<file path="src/rtl/div_rs_pkg.sv">
`default_nettype none
//------------------------------------------------------------------------------
// Module   : div_rs_pkg
// Purpose  : Shared types and constants for the repeated-subtraction divider.
//            - C_WIDTH : default operand/result width
//            - state_e : controller states
// Revision : 1.0  initial release
//------------------------------------------------------------------------------
package div_rs_pkg;

    localparam int C_WIDTH = 16;

    typedef enum logic [2:0] {
        S_IDLE   = 3'd0,
        S_LOAD_B = 3'd1,
        S_CHECK  = 3'd2,
        S_SUB    = 3'd3,
        S_DONE   = 3'd4
    } state_e;

endpackage
`default_nettype wire

</file>
<file path="src/rtl/div_rs_datapath.sv">
`default_nettype none
//------------------------------------------------------------------------------
// Module   : div_rs_datapath
// Purpose  : Register file and arithmetic for the repeated-subtraction divider.
//            Holds R (dividend/remainder), B (divisor) and Q (quotient count).
// Ports    : clk, rst_n       clock, async active-low reset
//            load_r, load_b   capture data_in into R / B
//            clr_q            clear Q
//            set_q_max        force Q to all-ones (divide-by-zero result)
//            sub_en           R <= R - B, Q <= Q + 1
//            data_in          shared operand bus
//            r_val, q_val     current R and Q
//            r_ge_b, b_zero, q_max   comparator outputs for the controller
// Revision : 1.0  initial release
//------------------------------------------------------------------------------
module div_rs_datapath
    import div_rs_pkg::*;
#(
    parameter int WIDTH = C_WIDTH
) (
    input  logic             clk,
    input  logic             rst_n,
    input  logic             load_r,
    input  logic             load_b,
    input  logic             clr_q,
    input  logic             set_q_max,
    input  logic             sub_en,
    input  logic [WIDTH-1:0] data_in,
    output logic [WIDTH-1:0] r_val,
    output logic [WIDTH-1:0] q_val,
    output logic             r_ge_b,
    output logic             b_zero,
    output logic             q_max
);

    localparam logic [WIDTH-1:0] C_ALL_ONES = '1;
    localparam logic [WIDTH-1:0] C_ONE      = {{(WIDTH-1){1'b0}}, 1'b1};

    logic [WIDTH-1:0] rem_q, rem_d;
    logic [WIDTH-1:0] div_q, div_d;
    logic [WIDTH-1:0] quo_q, quo_d;

    always_comb begin
        rem_d = rem_q;
        div_d = div_q;
        quo_d = quo_q;

        if (load_r) begin
            rem_d = data_in;
        end else if (sub_en) begin
            rem_d = rem_q - div_q;
        end

        if (load_b) begin
            div_d = data_in;
        end

        if (clr_q) begin
            quo_d = '0;
        end else if (set_q_max) begin
            quo_d = C_ALL_ONES;
        end else if (sub_en) begin
            quo_d = quo_q + C_ONE;
        end
    end

    always_ff @(posedge clk or negedge rst_n) begin
        if (!rst_n) begin
            rem_q <= '0;
            div_q <= '0;
            quo_q <= '0;
        end else begin
            rem_q <= rem_d;
            div_q <= div_d;
            quo_q <= quo_d;
        end
    end

    assign r_ge_b = (rem_q >= div_q);
    assign b_zero = (div_q == '0);
    // Saturation guard: stops SUB even when B is 0 and R never shrinks.
    assign q_max  = (quo_q == C_ALL_ONES);
    assign r_val  = rem_q;
    assign q_val  = quo_q;

endmodule
`default_nettype wire

</file>
<file path="src/rtl/div_rs.sv">
`default_nettype none
//------------------------------------------------------------------------------
// Module   : div_rs
// Purpose  : Unsigned divider by repeated subtraction. Dividend arrives on
//            data_in with start, divisor on the following cycle; done marks
//            a valid quotient/remainder.
// Macro    : DIV_RS_ZERO_CHECK_EN - when defined, a zero divisor is detected
//            in CHECK and finishes immediately with Q=all-ones and
//            div_by_zero=1. When undefined, a zero divisor runs until the
//            quotient saturation guard stops it.
// Ports    : clk, rst_n               clock, async active-low reset
//            start                    begin operation (IDLE/DONE only)
//            data_in [WIDTH-1:0]      dividend, then divisor
//            quotient, remainder      result registers
//            done                     high in DONE state
//            div_by_zero              registered zero-divisor flag
// Revision : 1.0  initial release
//------------------------------------------------------------------------------
module div_rs
    import div_rs_pkg::*;
#(
    parameter int WIDTH = C_WIDTH
) (
    input  logic             clk,
    input  logic             rst_n,
    input  logic             start,
    input  logic [WIDTH-1:0] data_in,
    output logic [WIDTH-1:0] quotient,
    output logic [WIDTH-1:0] remainder,
    output logic             done,
    output logic             div_by_zero
);

`ifdef DIV_RS_ZERO_CHECK_EN
    localparam bit C_ZERO_CHECK_EN = 1'b1;
`else
    localparam bit C_ZERO_CHECK_EN = 1'b0;
`endif

    state_e state_q, state_d;
    logic   dbz_q, dbz_d;

    logic w_load_r, w_load_b, w_clr_q, w_set_q_max, w_sub_en;
    logic w_r_ge_b, w_b_zero, w_q_max;
    logic w_zero_stop;
    logic w_sub_go;

    assign w_zero_stop = C_ZERO_CHECK_EN & w_b_zero;
    assign w_sub_go    = w_r_ge_b & ~w_q_max;

    // State register
    always_ff @(posedge clk or negedge rst_n) begin
        if (!rst_n) begin
            state_q <= S_IDLE;
            dbz_q   <= 1'b0;
        end else begin
            state_q <= state_d;
            dbz_q   <= dbz_d;
        end
    end

    // Next-state logic
    always_comb begin
        state_d = state_q;
        case (state_q)
            S_IDLE:   if (start) state_d = S_LOAD_B;
            S_LOAD_B: state_d = S_CHECK;
            S_CHECK:  state_d = w_zero_stop ? S_DONE : S_SUB;
            S_SUB:    if (!w_sub_go) state_d = S_DONE;
            S_DONE:   if (start) state_d = S_LOAD_B;
            default:  state_d = S_IDLE;
        endcase
    end

    // Control outputs
    always_comb begin
        w_load_r    = 1'b0;
        w_load_b    = 1'b0;
        w_clr_q     = 1'b0;
        w_set_q_max = 1'b0;
        w_sub_en    = 1'b0;
        dbz_d       = dbz_q;
        case (state_q)
            S_IDLE, S_DONE: w_load_r = start;
            S_LOAD_B: begin
                w_load_b = 1'b1;
                w_clr_q  = 1'b1;
                dbz_d    = 1'b0;
            end
            S_CHECK: begin
                if (w_zero_stop) begin
                    w_set_q_max = 1'b1;
                    dbz_d       = 1'b1;
                end
            end
            S_SUB:    w_sub_en = w_sub_go;
            default:  ;
        endcase
    end

    div_rs_datapath #(
        .WIDTH (WIDTH)
    ) u_datapath (
        .clk       (clk),
        .rst_n     (rst_n),
        .load_r    (w_load_r),
        .load_b    (w_load_b),
        .clr_q     (w_clr_q),
        .set_q_max (w_set_q_max),
        .sub_en    (w_sub_en),
        .data_in   (data_in),
        .r_val     (remainder),
        .q_val     (quotient),
        .r_ge_b    (w_r_ge_b),
        .b_zero    (w_b_zero),
        .q_max     (w_q_max)
    );

    assign done        = (state_q == S_DONE);
    assign div_by_zero = dbz_q;

endmodule
`default_nettype wire
</file>
<file path="config.mk">
export PLATFORM = sky130hd
export DESIGN_NAME = div_rs
export DESIGN_NICKNAME = d
export VERILOG_FILES = /design/src/rtl/div_rs_pkg.sv /design/src/rtl/div_rs_datapath.sv /design/src/rtl/div_rs.sv
export SDC_FILE = /design/constraint.sdc
export NUM_CORES = 1
export LEC_CHECK = 0
export BUFFER_PORTS_ARGS = -buffer_cell sky130_fd_sc_hd__buf_2
export CAP_MARGIN = 30
export CORE_MARGIN = 2
export CORE_UTILIZATION = 51
export DETAILED_ROUTE_END_ITERATION = 12
export PLACE_DENSITY = 0.82
export SKIP_LAST_GASP = 1
export SYNTH_ARGS = -nofsm -noshare
export SYNTH_HDL_FRONTEND = slang
export SYNTH_HIERARCHICAL = 1
export SYNTH_SLANG_ARGS = --single-unit
export TNS_END_PERCENT = 10
</file>
<file path="constraint.sdc">
create_clock -name clk -period 3.31 [get_ports clk]
set_input_delay 0.4965 -clock clk [delete_from_list [all_inputs] [get_ports clk]]
set_output_delay 0.4965 -clock clk [all_outputs]
set_load 0.05 [all_outputs]
</file>
==> flow_summary.json, run 1 <==
{
  "drv_cap": 0,
  "drtAntennaViolNets": 0,
  "timing.fmax_mhz": 320,
  "num_io_pins": 53,
  "finalInstanceArea_um2": 3620,
  "antenna_found_initial": 0,
  "grt_pass1_wl_um": 11500,
  "hpwl_um": 5160,
  "avgViaCountPerCell": 5.48,
  "htree_levels": 2,
  "wl_per_cell_um": 14.8,
  "post_dp_cell_area_um2": 3480,
  "die_h_um": 81.9,
  "nFillCells": 528,
  "syn_area_um2": 3100,
  "path_clk_slew_ns": 0.10,
  "yosys_warnings": 6,
  "initial_core_util_pct": 52.6,
  "seq_area_um2": 1280,
  "fin_skew_ns": 0.0120,
  "grt_pass1_vias": 2537,
  "grt_remaining_overflow": 0,
  "grt_max_degree": 35,
  "clock_path_buffers": 2,
  "drt-pass1-iter-count": 4,
  "crit_fanout": 6,
  "drt_iter0_drc": 154,
  "cts_root_buf": "clkbuf_8",
  "startpoint": "u_datapath/r_val[0]$_DFFE_PN0P_",
  "clock_latency_ns": 0.31,
  "route.vias.total": 2571,
  "cts_hold_repair.buffers": 0,
  "dieArea_um2": 6710,
  "routabilityCongestion": 0.861,
  "period_share_pct": 94.4,
  "post-cts-setup-buffers": 0,
  "worst_pin_slew_ns": 0.817,
  "setup-tns-final_ns": 0,
  "final-max-slew-violation-count": 0,
  "min_path_type": "in2async",
  "cts_made_buffers": 5,
  "fp-row-count": 28,
  "syn_area_per_cell_um2": 9.17,
  "crit_required_ns": 3.55,
  "start_kind": "register",
  "core_area_um2": 5890,
  "die_w_um": 81.9,
  "cp-end-kind": "register",
  "critPathArrivalTime_ns": 3.37,
  "drive_gt1_share_pct": 24.7,
  "layout.nets": 429,
  "clkSinkCount": 51,
  "cts_resized": 0,
  "setup_viol": 0,
  "rsz0062_at_grt": "false",
  "r2r-start": "u_datapath/r_val[0]$_DFFE_PN0P_",
  "grt_use_total_pct": 22.2,
  "hold_viol": 0,
  "status": "finished clean",
  "period_needed_ns": 3.12,
  "critical_path_class": "reg2reg",
  "area_growth_pct": 16.7,
  "syn_inst": 338,
  "slew_headroom_pct": 45.5,
  "drc_errors": 0,
  "port_buffers": 51,
  "multi_input_area_um2": 1740,
  "wirelength_um": 6930,
  "tritoncts": "built"
}
==> state kept, by name, summed over array words and instances (netlist names) <==
name              flops
u_datapath/div_q     16
u_datapath/q_val     16
u_datapath/r_val     16
state_q               3
==> worst paths after layout <==
check / slack, ns / cells after the start / endpoint
min in group clk: 0.39 / 2 / state_q[2]$_DFFE_PN0P_
min: 0.25 / 1 / u_datapath/q_val[8]$_DFFE_PN0P_
min reg2reg: 0.48 / 1 / state_q[1]$_DFFE_PN0P_
max reg2reg: 0.19 / 17 / u_datapath/q_val[12]$_DFFE_PN0P_
max in group asynchronous: 2.32 / 2 / u_datapath/div_q[7]$_DFFE_PN0P_
max: 0.19 / 17 / u_datapath/q_val[12]$_DFFE_PN0P_
==> per-stage QoR <==
step           cells  setup WS, ns  util [%]  hold slack, ns
6_report         469         0.187      61.4           0.251
5_1_grt          468       0.00776      61.4           0.311
4_1_cts          468        0.0569      60.5           0.272
3_5_place_dp     460         0.108      59.1           0.454
3_3_place_gp     460         0.219      59.1           0.452
2_1_floorplan    341       0.00921         -           0.201
==> layout make-up <==
cell class,instances,share of cell area [%]
Sequential cell,51,35.4
Inverter,24,2.49
Antenna cell,1,0.0692
Multi-Input combinational cell,251,48.2
Tap cell,75,2.60
Clock buffer,5,1.90
Timing Repair Buffer,59,8.93
Clock inverter,3,0.415
==> layout by cell type, fill, tap and decap left out, types with 2 or more instances in the layout <==
master,count
buf_4,6
clkbuf_8,5
nor2_1,15
buf_6,2
a21o_1,2
nor3_1,3
nand2b_1,6
and3_1,2
xnor2_1,18
inv_1,24
clkinv_2,3
o21ai_0,18
xor2_1,8
buf_2,51
a21o_2,2
a21oi_1,26
nor2b_1,2
o311ai_1,2
conb_1,4
o31ai_1,2
dfrtp_2,2
a22oi_1,6
o21ai_1,15
ha_1,17
nand2b_4,2
nor2_2,3
nand3_1,10
mux2_2,3
nand4_1,5
mux2i_1,7
nand2_1,42
a31o_1,2
dfrtp_1,49
==> metal layers <==
layer / global-route usage (%) / vias to the layer above / routed length (µm)
li1: - / 1278 / -
met1: 28.4 / 1219 / 3120
met2: 38.4 / 69 / 3410
met3: 4.29 / 5 / 339
met4: 6.00 / 0 / 63
met5: 0 / - / 0
==> critical path: stages, from the launching register on <==
cell and delay [ns]:
dfrtp_2 0.37, inv_1 0.05, ha_1 0.21, fa_2 0.35
nand2b_4 0.16, a21oi_4 0.19, o31ai_4 0.10, o311ai_2 0.10
a2111oi_2 0.11, nor2_1 0.20, nand2b_4 0.09, nor3_4 0.16
buf_6 0.15, nand2_1 0.13, nor4_4 0.22, nand3_1 0.14
xor2_1 0.16, a21oi_1 0.14
Power of run 1 is left out: the tool's default activity adds up to more than one toggle a clock period on the data nets, which glitch-free logic cannot reach.
==> run 2, diff against run 1 <==
--- a/config.mk
+++ b/config.mk
@@ -7,10 +7,11 @@
 export LEC_CHECK = 0
 export BUFFER_PORTS_ARGS = -buffer_cell sky130_fd_sc_hd__buf_2
 export CAP_MARGIN = 30
+export CORE_ASPECT_RATIO = 1.1
 export CORE_MARGIN = 2
 export CORE_UTILIZATION = 51
 export DETAILED_ROUTE_END_ITERATION = 12
-export PLACE_DENSITY = 0.82
+export PLACE_DENSITY = 0.76
 export SKIP_LAST_GASP = 1
 export SYNTH_ARGS = -nofsm -noshare
 export SYNTH_HDL_FRONTEND = slang
==> run 2 against run 1 <==
Sequential cell count is the same. Largest cell class unchanged. Wire length rose by 1.3%. Cell area rose by 1.9%. Global-route usage shrank 0.31 points. Worst hold slack worse by 0.038 ns. Register-to-register slack got worse by 0.02 ns. Sequential share of layout area decreased by 0.66 points. Final cell count up 1.5%. Die area is essentially flat. Utilization rose by 2.0 points. Critical endpoint unchanged. First-iteration DRC count is 40% lower. Maximum frequency is 0.68% lower.
==> flow_summary.json, run 2 (synthesis results as in run 1) <==
{
  "area_growth_pct": 18.9,
  "hold_viol": 0,
  "rsz0062_at_grt": "true",
  "crit_fanout": 5,
  "initial_core_util_pct": 53.4,
  "drv_cap": 0,
  "placed_cells": 463,
  "cts_root_buf": "clkbuf_8",
  "layout.cells.non_filler": 476,
  "critical_path_class": "reg2reg",
  "insertedDiodeCount": 0,
  "cpMaxStageDelayCell": "fa_2",
  "final-max-slew-violation-count": 0,
  "setup_viol": 0,
  "avgViaCountPerCell": 5.47,
  "crit_family": "simple AND/OR/NAND/NOR gates",
  "period_share_pct": 95.0,
  "clock_latency_ns": 0.31,
  "slew_headroom_pct": 54.2,
  "drt-pass1-iter-count": 4,
  "dieArea_um2": 6710,
  "drtAntennaViolNets": 0,
  "setup_ws_ns": 0.166,
  "port_buffers": 51,
  "tritoncts": "built",
  "critPathArrivalTime_ns": 3.32,
  "status": "finished clean",
  "cp-end-kind": "register",
  "fp-row-count": 29,
  "grt_max_degree": 31,
  "critPathBufInv": 1,
  "layout.nets": 435,
  "nFillCells": 523,
  "die_w_um": 78.3,
  "drt_iter0_drc": 92,
  "cts_hold_repair.buffers": 0,
  "clkSinkCount": 51,
  "timing.fmax_mhz": 318,
  "core_area_um2": 5810,
  "slowest_delay_ns": 0.40,
  "crit_required_ns": 3.48,
  "clock_path_buffers": 2,
  "grt_remaining_overflow": 0,
  "die_h_um": 85.7,
  "hpwl_um": 5150,
  "final_common_cell": "buf_2",
  "cts_made_buffers": 5,
  "wl_per_cell_um": 14.7,
  "start_kind": "register",
  "htree_levels": 2,
  "wirelength_um": 7020,
  "layout_common_cells": "51 x buf_2, 49 x dfrtp_1, 41 x nand2_1",
  "grt_use_total_pct": 21.9,
  "grt_pass1_wl_um": 11600,
  "cpMostUsedCell": "nand2b_4",
  "routabilityCongestion": 0.846,
  "path_cells": "inv_1, ha_2, fa_2, nand2b_4, a21oi_4, o31ai_4, o311ai_2, a2111oi_2, nor2_1, nand2b_4, nor3_4, nand2_2, nor4_4, nand3_1, xor2_1, a21oi_1",
  "pre_cts_ws_ns": 0.0471,
  "fin_skew_ns": 0.0122,
  "worst_pin_slew_ns": 0.686,
  "route.vias.total": 2603,
  "num_io_pins": 53,
  "min_path_type": "in2async",
  "drc_errors": 0,
  "drive_gt1_share_pct": 26.6,
  "setup-tns-final_ns": 0,
  "grt_pass1_vias": 2548,
  "path_clk_slew_ns": 0.09,
  "period_needed_ns": 3.14,
  "antenna_found_initial": 0
}
==> run 2: through the flow <==
| step | utilization [%] | instance area (µm²) | hold WS, ns |
|---|---|---|---|
| CTS | 61.5 | 3570 | 0.243 |
| detailed placement | 60.1 | 3490 | 0.471 |
| global placement | 60.1 | 3490 | 0.449 |
| global route | 63.5 | 3680 | 0.269 |
| floorplan | - | 3140 | 0.201 |
| finish | 63.5 | 3680 | 0.213 |
==> run 2: worst paths after layout <==
path                       slack, ns  depth (start not counted)                             from                                to
setup / recovery                0.17                         16  u_datapath/r_val[0]$_DFFE_PN0P_  u_datapath/q_val[12]$_DFFE_PN0P_
hold / removal                  0.21                          1                            rst_n   u_datapath/q_val[7]$_DFFE_PN0P_
setup reg to reg                0.17                         16  u_datapath/r_val[0]$_DFFE_PN0P_  u_datapath/q_val[12]$_DFFE_PN0P_
hold reg to reg                 0.48                          1           state_q[2]$_DFFE_PN0P_            state_q[1]$_DFFE_PN0P_
max in group asynchronous       2.34                          2                            rst_n  u_datapath/q_val[13]$_DFFE_PN0P_
min in group clk                0.40                          2                            start            state_q[2]$_DFFE_PN0P_
==> run 2: timing repair <==
action,CTS,global route
gates resized for setup,0,16
buffers inserted,0,5
endpoints found under the setup margin,0,18
==> run 2: layout make-up <==
cell class                      count  area [µm²]  share of cell area (%)
Timing Repair Buffer               65         372                    10.1
Clock buffer                        7        76.3                    2.07
Inverter                           24        90.1                    2.44
Clock inverter                      1        5.00                   0.136
Tap cell                           77        96.3                    2.61
Multi-Input combinational cell    251        1770                    47.9
Sequential cell                    51        1280                    34.7
==> run 2: metal layers <==
| layer | track usage (%) | up-vias | routed length [µm] |
|---|---|---|---|
| li1 | - | 1287 | - |
| met1 | 28.2 | 1247 | 3110 |
| met2 | 36.9 | 60 | 3560 |
| met3 | 4.00 | 9 | 252 |
| met4 | 8.29 | 0 | 98 |
| met5 | 0 | - | 0 |
Power of run 2 is left out for the same reason.
==> run 3, diff against run 2 <==
--- a/config.mk
+++ b/config.mk
@@ -9,9 +9,10 @@
 export CAP_MARGIN = 30
 export CORE_ASPECT_RATIO = 1.1
 export CORE_MARGIN = 2
-export CORE_UTILIZATION = 51
+export CORE_UTILIZATION = 50
 export DETAILED_ROUTE_END_ITERATION = 12
-export PLACE_DENSITY = 0.76
+export PLACE_DENSITY = 0.75
+export SETUP_SLACK_MARGIN = 0.15
 export SKIP_LAST_GASP = 1
 export SYNTH_ARGS = -nofsm -noshare
 export SYNTH_HDL_FRONTEND = slang
==> run 3 against run 2 <==
Critical path depth is 1 higher. Setup slack better by 0.076 ns. Via count hardly changed. Wire length is 1.5% lower. Register-to-register slack better by 0.08 ns. Utilization is 2.4 points lower. Critical endpoint unchanged.
==> flow_summary.json, run 3 (synthesis results as in run 1) <==
{
  "final_common_cell": "buf_2",
  "layout.cells.non_filler": 477,
  "drt_iter0_drc": 120,
  "grt_max_degree": 33,
  "initial_core_util_pct": 50.9,
  "period_share_pct": 92.7,
  "rsz0062_at_grt": "true",
  "layout_common_cells": "51 x buf_2, 49 x dfrtp_1, 41 x nand2_1",
  "drc_errors": 0,
  "fp-row-count": 30,
  "period_needed_ns": 3.07,
  "drtAntennaViolNets": 0,
  "hpwl_um": 5040,
  "final-max-slew-violation-count": 0,
  "cts_root_buf": "clkbuf_8",
  "path_cells": "inv_2, ha_2, fa_2, nand2b_4, a21oi_4, o31ai_4, o311ai_2, a2111oi_2, nor2_1, nand2b_4, nor3_4, buf_12, nand2_2, nor4_4, nand3_1, xor2_1, a21oi_1",
  "num_io_pins": 53,
  "timing.fmax_mhz": 326,
  "die_h_um": 86.6,
  "r2r_setup_slack_ns": 0.24,
  "pre_cts_ws_ns": 0.140,
  "setup_viol": 0,
  "dieArea_um2": 6840,
  "layout.nets": 433,
  "fin_skew_ns": 0.00923,
  "antenna_found_initial": 0,
  "grt_pass1_vias": 2647,
  "clock_path_buffers": 2,
  "area_growth_pct": 19.8,
  "die_w_um": 79.1,
  "drive_gt1_share_pct": 26.2,
  "path_clk_slew_ns": 0.10,
  "htree_levels": 2,
  "min_path_type": "in2async",
  "port_buffers": 51,
  "wl_per_cell_um": 14.5,
  "drv_cap": 0,
  "tritoncts": "built",
  "setup-tns-final_ns": 0,
  "r2r_cells": 17,
  "routabilityCongestion": 0.843,
  "grt_use_total_pct": 21.9,
  "crit_family": "simple AND/OR/NAND/NOR gates",
  "status": "finished clean",
  "cp-end-kind": "register",
  "drt-pass1-iter-count": 4,
  "critical_path_class": "reg2reg",
  "critPathBufInv": 2,
  "cpMaxStageDelayCell": "dfrtp_2",
  "r2r-start": "u_datapath/r_val[0]$_DFFE_PN0P_",
  "slowest_delay_ns": 0.38,
  "hold_viol": 0,
  "clkSinkCount": 51,
  "slew_headroom_pct": 53.1,
  "route.vias.total": 2601,
  "cpMostUsedCell": "nand2b_4",
  "clock_latency_ns": 0.30,
  "cts_made_buffers": 5,
  "core_area_um2": 6080,
  "crit-reg2reg-capture": "u_datapath/q_val[12]$_DFFE_PN0P_",
  "grt_remaining_overflow": 0,
  "avgViaCountPerCell": 5.45,
  "insertedDiodeCount": 0,
  "grt_pass1_wl_um": 11900,
  "crit_cells": 17,
  "start_kind": "register",
  "crit_required_ns": 3.54,
  "worst_pin_slew_ns": 0.703,
  "setup_ws_ns": 0.242,
  "placed_cells": 464,
  "crit_fanout": 11,
  "critPathArrivalTime_ns": 3.30,
  "wirelength_um": 6920
}
-- run 3: worst reg2reg max path, stage by stage, from the launching register on --
cell and delay (ns):
dfrtp_2 0.38, inv_2 0.04, ha_2 0.18, fa_2 0.35, nand2b_4 0.16, a21oi_4 0.17, o31ai_4 0.08, o311ai_2 0.08
a2111oi_2 0.11, nor2_1 0.20, nand2b_4 0.09, nor3_4 0.15, buf_12 0.16, nand2_2 0.09, nor4_4 0.29, nand3_1 0.15
xor2_1 0.16, a21oi_1 0.14
-- run 3: repair_timing --
action	4_1_cts	5_1_grt
pin swaps	0	7
endpoints found under the setup margin	3	19
hold endpoints to repair	0	0
hold buffers	0	0
resized for setup	4	5
setup buffers	0	5
-- run 3: metal layers --
metal / vias up / wire [µm] / global-route usage [%]
met1: 1225 / 3020 / 27.0
li1: 1284 / - / -
met5: - / 0 / 0
met2: 82 / 3410 / 38.2
met3: 10 / 399 / 4.69
met4: 0 / 85 / 6.90
-- run 3: per-stage QoR --
stage	hold slack (ns)	utilization, %	cell area [µm²]
6_report	0.232	61.0	3710
5_1_grt	0.283	61.0	3710
4_1_cts	0.258	60.1	3650
3_5_place_dp	0.467	57.4	3490
3_3_place_gp	0.453	57.4	3490
2_1_floorplan	0.201	-	3140
-- run 3: cell type report --
class | instances | area [µm²]
Clock buffer | 6 | 72.6
Clock inverter | 2 | 60.1
Fill cell | 550 | 2370
Inverter | 24 | 90.1
Multi-Input combinational cell | 251 | 1750
Sequential cell | 51 | 1280
Tap cell | 80 | 100
Timing Repair Buffer | 63 | 358
-- run 3: worst max path at each step --
stage	end	startpoint	slack, ns
finish	u_datapath/q_val[12]$_DFFE_PN0P_	u_datapath/r_val[0]$_DFFE_PN0P_	0.24
global route	u_datapath/q_val[12]$_DFFE_PN0P_	u_datapath/r_val[0]$_DFFE_PN0P_	0.008
CTS	u_datapath/r_val[15]$_DFFE_PN0P_	u_datapath/r_val[7]$_DFFE_PN0P_	0.16
detailed placement	u_datapath/q_val[12]$_DFFE_PN0P_	u_datapath/r_val[0]$_DFFE_PN0P_	0.14
global placement	u_datapath/r_val[14]$_DFFE_PN0P_	u_datapath/r_val[0]$_DFFE_PN0P_	0.25
floorplan	u_datapath/q_val[12]$_DFFE_PN0P_	u_datapath/r_val[0]$_DFFE_PN0P_	0.21
Power of run 3 is left out for the same reason.
